**src/rtl/gfx_sched_pkg.sv**
```systemverilog
// Shared types for the graphics ROM scheduler: requester ids and FSM states.
package gfx_sched_pkg;

    localparam int unsigned NREQ  = 3;
    localparam int unsigned CNT_W = 6;

    typedef enum logic [1:0] {
        OWN_BG  = 2'd0,
        OWN_FG  = 2'd1,
        OWN_SPR = 2'd2
    } owner_e;

    typedef enum logic [1:0] {
        IDLE = 2'd0,
        BUSY = 2'd1,
        DONE = 2'd2
    } state_e;

endpackage

```
**src/rtl/gfx_rom_scheduler_if.sv**
```systemverilog
// Requester and ROM handshake bundle; master is the scheduler side.
interface gfx_rom_scheduler_if #(
    parameter int unsigned AW = 18,
    parameter int unsigned DW = 16
);
    logic          bg_req;
    logic          fg_req;
    logic          spr_req;
    logic [AW-1:0] bg_addr;
    logic [AW-1:0] fg_addr;
    logic [AW-1:0] spr_addr;
    logic          bg_ack;
    logic          fg_ack;
    logic          spr_ack;
    logic [DW-1:0] rd_data;
    logic          mem_req;
    logic [AW-1:0] mem_addr;
    logic          mem_ack;
    logic [DW-1:0] mem_data;

    modport master (
        input  bg_req, fg_req, spr_req, bg_addr, fg_addr, spr_addr,
        output bg_ack, fg_ack, spr_ack, rd_data,
        output mem_req, mem_addr,
        input  mem_ack, mem_data
    );

    modport slave (
        output bg_req, fg_req, spr_req, bg_addr, fg_addr, spr_addr,
        input  bg_ack, fg_ack, spr_ack, rd_data,
        input  mem_req, mem_addr,
        output mem_ack, mem_data
    );
endinterface

```
**src/rtl/gfx_sched_pick.sv**
```systemverilog
// Combinational winner selection among masked bg/fg/spr requests.
module gfx_sched_pick
    import gfx_sched_pkg::*;
(
    input  logic   [NREQ-1:0] req_m,       // {spr, fg, bg}
    input  logic              ptr_fg,
    input  logic              blank,
    input  logic              starve_hit,
    output logic              gnt_vld_c,
    output owner_e            gnt_owner_c
);

    logic   rr_vld_c;
    owner_e rr_own_c;

    assign rr_vld_c = req_m[0] | req_m[1];
    assign rr_own_c = (req_m[0] && req_m[1]) ? (ptr_fg ? OWN_FG : OWN_BG)
                                             : (req_m[1] ? OWN_FG : OWN_BG);

    // Sprites lead in blanking or when starved; otherwise only fill idle slots
    always_comb begin
        gnt_vld_c   = 1'b0;
        gnt_owner_c = OWN_BG;
        if (req_m[2] && (blank || starve_hit || !rr_vld_c)) begin
            gnt_vld_c   = 1'b1;
            gnt_owner_c = OWN_SPR;
        end else if (rr_vld_c) begin
            gnt_vld_c   = 1'b1;
            gnt_owner_c = rr_own_c;
        end
    end

endmodule

```
**src/rtl/gfx_rom_scheduler.sv**
```systemverilog
// Shares one graphics ROM port between bg, fg and sprite fetchers with
// blanking-dependent priority, sprite anti-starvation and line overrun flag.
module gfx_rom_scheduler
    import gfx_sched_pkg::*;
#(
    parameter int unsigned AW     = 18,
    parameter int unsigned DW     = 16,
    parameter int unsigned STARVE = 32
) (
    input  logic                clk,
    input  logic                rst_n,
    input  logic                hb,
    input  logic                vb,
    input  logic                frame,
    gfx_rom_scheduler_if.master bus,
    output logic                overrun
);

    state_e            state_q, state_d;
    owner_e            owner_q, gnt_owner_c;
    logic              gnt_vld_c, take_c, ack_evt_c;
    logic              ptr_fg_q, mask_q, hb_q, spr_own_c, blank_c, starve_hit_c;
    logic [NREQ-1:0]   req_c, req_m_c, own_oh_c;
    logic [CNT_W-1:0]  starve_q;
    logic [AW-1:0]     addr_sel_c, mem_addr_q;
    logic [DW-1:0]     rd_data_q;
    logic              mem_req_q, bg_ack_q, fg_ack_q, spr_ack_q;

    assign req_c        = {bus.spr_req, bus.fg_req, bus.bg_req};
    assign own_oh_c     = 3'(1) << owner_q;
    // Just-acked owner is ignored in the IDLE cycle after DONE so it can drop req
    assign req_m_c      = mask_q ? (req_c & ~own_oh_c) : req_c;
    assign blank_c      = hb | vb;
    assign starve_hit_c = (starve_q == CNT_W'(STARVE));
    assign spr_own_c    = (state_q != IDLE) && (owner_q == OWN_SPR);

    gfx_sched_pick u_pick (
        .req_m       (req_m_c),
        .ptr_fg      (ptr_fg_q),
        .blank       (blank_c),
        .starve_hit  (starve_hit_c),
        .gnt_vld_c   (gnt_vld_c),
        .gnt_owner_c (gnt_owner_c)
    );

    always_comb begin
        case (gnt_owner_c)
            OWN_FG:  addr_sel_c = bus.fg_addr;
            OWN_SPR: addr_sel_c = bus.spr_addr;
            default: addr_sel_c = bus.bg_addr;
        endcase
    end

    always_ff @(posedge clk or negedge rst_n) begin
        if (!rst_n) state_q <= IDLE;
        else        state_q <= state_d;
    end

    always_comb begin
        state_d   = state_q;
        take_c    = 1'b0;
        ack_evt_c = 1'b0;
        case (state_q)
            IDLE: if (gnt_vld_c) begin
                state_d = BUSY;
                take_c  = 1'b1;
            end
            BUSY: if (bus.mem_ack) begin
                state_d   = DONE;
                ack_evt_c = 1'b1;
            end
            DONE:    state_d = IDLE;
            default: state_d = IDLE;
        endcase
    end

    // Transaction datapath; acks are high exactly during DONE
    always_ff @(posedge clk or negedge rst_n) begin
        if (!rst_n) begin
            mem_req_q  <= 1'b0;
            mem_addr_q <= '0;
            owner_q    <= OWN_BG;
            ptr_fg_q   <= 1'b0;
            mask_q     <= 1'b0;
            rd_data_q  <= '0;
            bg_ack_q   <= 1'b0;
            fg_ack_q   <= 1'b0;
            spr_ack_q  <= 1'b0;
        end else begin
            mask_q    <= (state_q == DONE);
            bg_ack_q  <= ack_evt_c && (owner_q == OWN_BG);
            fg_ack_q  <= ack_evt_c && (owner_q == OWN_FG);
            spr_ack_q <= ack_evt_c && (owner_q == OWN_SPR);
            if (take_c) begin
                mem_req_q  <= 1'b1;
                mem_addr_q <= addr_sel_c;
                owner_q    <= gnt_owner_c;
                if (gnt_owner_c != OWN_SPR) ptr_fg_q <= (gnt_owner_c == OWN_BG);
            end else if (ack_evt_c) begin
                mem_req_q <= 1'b0;
                rd_data_q <= bus.mem_data;
            end
        end
    end

    // Sprite wait counter: counts only in active display, saturates at STARVE
    always_ff @(posedge clk or negedge rst_n) begin
        if (!rst_n) begin
            starve_q <= '0;
        end else if (take_c && (gnt_owner_c == OWN_SPR)) begin
            starve_q <= '0;
        end else if (!blank_c && bus.spr_req && !spr_own_c && (starve_q < CNT_W'(STARVE))) begin
            starve_q <= starve_q + CNT_W'(1);
        end
    end

    always_ff @(posedge clk or negedge rst_n) begin
        if (!rst_n) begin
            hb_q    <= 1'b1;
            overrun <= 1'b0;
        end else begin
            hb_q <= hb;
            if (hb && !hb_q && (bus.bg_req || bus.fg_req)) overrun <= 1'b1;
            else if (frame)                                overrun <= 1'b0;
        end
    end

    assign bus.mem_req  = mem_req_q;
    assign bus.mem_addr = mem_addr_q;
    assign bus.rd_data  = rd_data_q;
    assign bus.bg_ack   = bg_ack_q;
    assign bus.fg_ack   = fg_ack_q;
    assign bus.spr_ack  = spr_ack_q;

endmodule

```
**src/flat_wrapper.sv**
```systemverilog
// flat-port wrapper written by rule: the top's interface ports become plain ports
module gfx_rom_scheduler_flat import gfx_sched_pkg::*;
#(
    parameter int unsigned AW     = 18,
    parameter int unsigned DW     = 16,
    parameter int unsigned STARVE = 32
)
  (clk, rst_n, hb, vb, frame, overrun, bus_bg_req, bus_fg_req, bus_spr_req, bus_bg_addr, bus_fg_addr, bus_spr_addr, bus_bg_ack, bus_fg_ack, bus_spr_ack, bus_rd_data, bus_mem_req, bus_mem_addr, bus_mem_ack, bus_mem_data);
  gfx_rom_scheduler_if #(.AW(AW), .DW(DW)) bus_i ();
  input  logic clk;
  input  logic rst_n;
  input  logic hb;
  input  logic vb;
  input  logic frame;
  output logic overrun;
  input wire logic [$bits(bus_i.bg_req)-1:0] bus_bg_req;
  input wire logic [$bits(bus_i.fg_req)-1:0] bus_fg_req;
  input wire logic [$bits(bus_i.spr_req)-1:0] bus_spr_req;
  input wire logic [$bits(bus_i.bg_addr)-1:0] bus_bg_addr;
  input wire logic [$bits(bus_i.fg_addr)-1:0] bus_fg_addr;
  input wire logic [$bits(bus_i.spr_addr)-1:0] bus_spr_addr;
  output wire logic [$bits(bus_i.bg_ack)-1:0] bus_bg_ack;
  output wire logic [$bits(bus_i.fg_ack)-1:0] bus_fg_ack;
  output wire logic [$bits(bus_i.spr_ack)-1:0] bus_spr_ack;
  output wire logic [$bits(bus_i.rd_data)-1:0] bus_rd_data;
  output wire logic [$bits(bus_i.mem_req)-1:0] bus_mem_req;
  output wire logic [$bits(bus_i.mem_addr)-1:0] bus_mem_addr;
  input wire logic [$bits(bus_i.mem_ack)-1:0] bus_mem_ack;
  input wire logic [$bits(bus_i.mem_data)-1:0] bus_mem_data;
  assign bus_i.bg_req = bus_bg_req;
  assign bus_i.fg_req = bus_fg_req;
  assign bus_i.spr_req = bus_spr_req;
  assign bus_i.bg_addr = bus_bg_addr;
  assign bus_i.fg_addr = bus_fg_addr;
  assign bus_i.spr_addr = bus_spr_addr;
  assign bus_bg_ack = bus_i.bg_ack;
  assign bus_fg_ack = bus_i.fg_ack;
  assign bus_spr_ack = bus_i.spr_ack;
  assign bus_rd_data = bus_i.rd_data;
  assign bus_mem_req = bus_i.mem_req;
  assign bus_mem_addr = bus_i.mem_addr;
  assign bus_i.mem_ack = bus_mem_ack;
  assign bus_i.mem_data = bus_mem_data;
  gfx_rom_scheduler #(.AW(AW), .DW(DW), .STARVE(STARVE)) u_core (.clk(clk), .rst_n(rst_n), .hb(hb), .vb(vb), .frame(frame), .bus(bus_i), .overrun(overrun));
endmodule
```
**config.mk**
```make
export PLATFORM = sky130hd
export DESIGN_NAME = gfx_rom_scheduler_flat
export DESIGN_NICKNAME = d
export VERILOG_FILES = /design/src/rtl/gfx_sched_pkg.sv /design/src/rtl/gfx_rom_scheduler_if.sv /design/src/rtl/gfx_sched_pick.sv /design/src/rtl/gfx_rom_scheduler.sv /design/src/flat_wrapper.sv
export SDC_FILE = /design/constraint.sdc
export NUM_CORES = 1
export LEC_CHECK = 0
export BUFFER_PORTS_ARGS = -buffer_cell sky130_fd_sc_hd__buf_2
export CAP_MARGIN = 0
export CORE_MARGIN = 2
export CORE_UTILIZATION = 24
export DETAILED_ROUTE_END_ITERATION = 10
export GPL_TIMING_DRIVEN = 0
export MAX_ROUTING_LAYER = met4
export PLACE_DENSITY = 0.5
export SYNTH_ARGS = -nofsm -noshare
export SYNTH_HDL_FRONTEND = slang
export SYNTH_HIERARCHICAL = 1
export SYNTH_SLANG_ARGS = --single-unit
```
**constraint.sdc**
```tcl
create_clock -name clk -period 5.39 [get_ports clk]
set_clock_uncertainty 0.2 [all_clocks]
set_input_delay 0.539 -clock clk [delete_from_list [all_inputs] [get_ports clk]]
set_output_delay 0.539 -clock clk [all_outputs]
set_load 0.1 [all_outputs]
```
==> qor.yml <==
status: "finished, final reports clean"
hold_viol_final: 0
postCtsHoldBufs: 0
rows: 36
synth_area_sq_um: 2440
grt_pass1_vias: 2374
drt_wl_total_mm: 6.75
top_layer: "met4"
rsz0062_at_grt: "false"
dp.cells: 524
drt-vias-per-instance: 4.26
vias: 2268
tritoncts: "built"
start_util_pct: 24.8
fp.dieW_microns: 105
io_buffers: 117
antenna_cells: 0
wl_met2_mm: 3.23
first_pass_iters: 4
core_sq_um: 9820
yosysWarnings: 6
wl_met1_mm: 3.07
timing.slew.headroom_pct: 20.7
track_usage_pct: 12.9
grt_overflow_total: 0
antenna_found_initial: 0
htree_levels: 2
yosysSeqAreaShare_pct: 53.5
cts_repair_resize_count: 0
fin_ws_ps: 2440
critical_path_class: "flop to flop"
crit_required_ps: 5410
post_cts_buffers: 0
synthToLayoutAreaGrowth_pct: 34.9
synth_fp_nets: 358
synthDistinctLibCells: 32
worstSkewPairLatency_ps: 300
place_ws_ps: 2260
period_minus_slack_ps: 2950
cap_viol_max_count: 0
startpoint_type: "flop"
final_cells: 532
fmax_mhz: 339
arrival_ps: 2980
wl_per_cell_microns: 12.7
finalSetupViolations: 0
cts_buffer_depth: 2
die_area_sq_um: 11000
synth_area_per_cell_sq_um: 8.89
grt_max_degree: 53
cts.sinks: 52
drc_errors: 0
synth-seq-cells: 52
hold_class: "input pin to flop"
drive_gt1_share_pct: 34.3
period_share_pct: 54.8
crit_fanout: 10
cts-root-buf: "clkbuf_8"
dpl.hpwl_mm: 5.12
numCtsBuffers: 5
synthCells: 274
worst_setup_path_end_kind: "flop"
slew_viol_final: 0
place_congestion: 0.716
wl_met3_microns: 402
antenna_left: 0
worstMarginPinSlew_ps: 1190
grt_pass1_wl_mm: 11.3
num_io_pins: 118
setup-tns-final_ps: 0
clk_pin_slew_worst_paths_ps: 100
first_iter_violations: 95
die_y_microns: 105
fin_nets: 482
logic make-up after synthesis:
logic type,synth area share [%]
AND/OR/NAND/NOR,20.3
AO/OA/AOI/OAI,17.0
flip-flops,53.5
buffers and inverters,4.31
adder cells (fa/ha/maj),2.57
XOR/XNOR,1.44
multiplexers,0.873
worst max-delay path, cell delays in order, from the launching register on:
cell and delay [ps]:
dfrtp_1 430, nand2b_1 240, o21a_1 230, o21ai_0 60
and3_1 190, inv_1 80, ha_1 270, clkbuf_1 370
clkbuf_1 420, o21ai_0 220, o21ai_0 170
state kept, by name, indices dropped and copies added (netlist names):
name,cells
u_core/bus.bg_ack,1
u_core/bus.fg_ack,1
u_core/bus.mem_addr,18
u_core/bus.mem_req,1
u_core/bus.rd_data,16
u_core/bus.spr_ack,1
u_core/hb_q,1
u_core/mask_q,1
u_core/overrun,1
u_core/owner_q,2
u_core/ptr_fg_q,1
u_core/starve_q,6
u_core/state_q,2
area by class of cell:
type	count	area, sq um
inverter	10	37.5
tap	133	166
buffer	16	67.6
clock inverter	2	15.0
multi-input combinational	196	1030
timing repair buffer	117	586
sequential	52	1300
fill	1111	6530
clock buffer	6	82.6
routing by layer:
layer,track usage (%),vias up
met4,2.57,0
li1,-,1158
met2,21.8,77
met1,16.0,1029
met5,-,-
met3,2.99,4
path summary, 6_finish.rpt:
path	start	endpoint	slack [ps]	cells past startpoint
max	u_core/owner_q[0]	u_core/bus.mem_addr[0]	2440	10
min	hb	u_core/hb_q	160	1
max reg2reg	u_core/owner_q[0]	u_core/bus.mem_addr[0]	2440	10
min reg2reg	u_core/bus.mem_req	u_core/bus.mem_req	280	2
max in group asynchronous	rst_n	u_core/bus.mem_addr[10]	3990	1
min in group asynchronous	rst_n	u_core/bus.rd_data[0]	270	1
per-stage QoR:
stage          hold WS, ps  instance area, sq um  util [%]
2_1_floorplan         43.4                  2440         -
3_3_place_gp           251                  3190      32.5
3_5_place_dp           258                  3190      32.5
4_1_cts                150                  3290      33.5
5_1_grt                143                  3290      33.5
6_report               164                  3290      33.5
synth_stat cells:
| library cell | instances | share of area, % |
|---|---|---|
| o21a_1 | 1 | 0.31 |
| mux2_2 | 1 | 0.46 |
| xor2_1 | 3 | 1.1 |
| clkinv_1 | 1 | 0.15 |
| o31a_1 | 2 | 0.72 |
| nand3b_1 | 1 | 0.31 |
| xnor2_1 | 1 | 0.36 |
| nand2b_1 | 2 | 0.51 |
| nor4b_4 | 1 | 0.98 |
| nor2b_1 | 1 | 0.26 |
| mux2i_1 | 1 | 0.41 |
| inv_1 | 9 | 1.4 |
| ha_1 | 5 | 2.6 |
| o211ai_1 | 3 | 0.92 |
| nor2_1 | 10 | 1.5 |
| and3_1 | 4 | 1.0 |
| dfstp_2 | 1 | 1.1 |
| a211oi_1 | 1 | 0.31 |
| o32ai_1 | 1 | 0.36 |
| o31a_2 | 1 | 0.41 |
| nor4_1 | 1 | 0.26 |
| dfrtp_1 | 51 | 52 |
| buf_1 | 1 | 0.15 |
| nor2_2 | 1 | 0.26 |
| buf_2 | 6 | 1.2 |
| nor3_1 | 2 | 0.41 |
| a22oi_1 | 18 | 5.5 |
| nand2_1 | 91 | 14 |
| clkbuf_1 | 9 | 1.4 |
| or3_1 | 2 | 0.51 |
| o21ai_0 | 41 | 8.4 |
| or2_2 | 1 | 0.26 |
cells in the final DEF (no fill, tap or decap), types with 2 or more instances in the layout:
cell type and count:
nand2b_1 2, buf_2 123, xor2_1 3, and3_1 4
or3_1 2, clkbuf_1 9, o31a_1 2, nand2_1 91
nor2_1 10, nor3_1 2, o21ai_0 41, o211ai_1 3
clkinvlp_4 2, inv_1 9, ha_1 5, clkbuf_8 6
dfrtp_1 51, a22oi_1 18
Power is left out: the tool's default activity adds up to more than one toggle a clock period on the data nets, which glitch-free logic cannot reach.
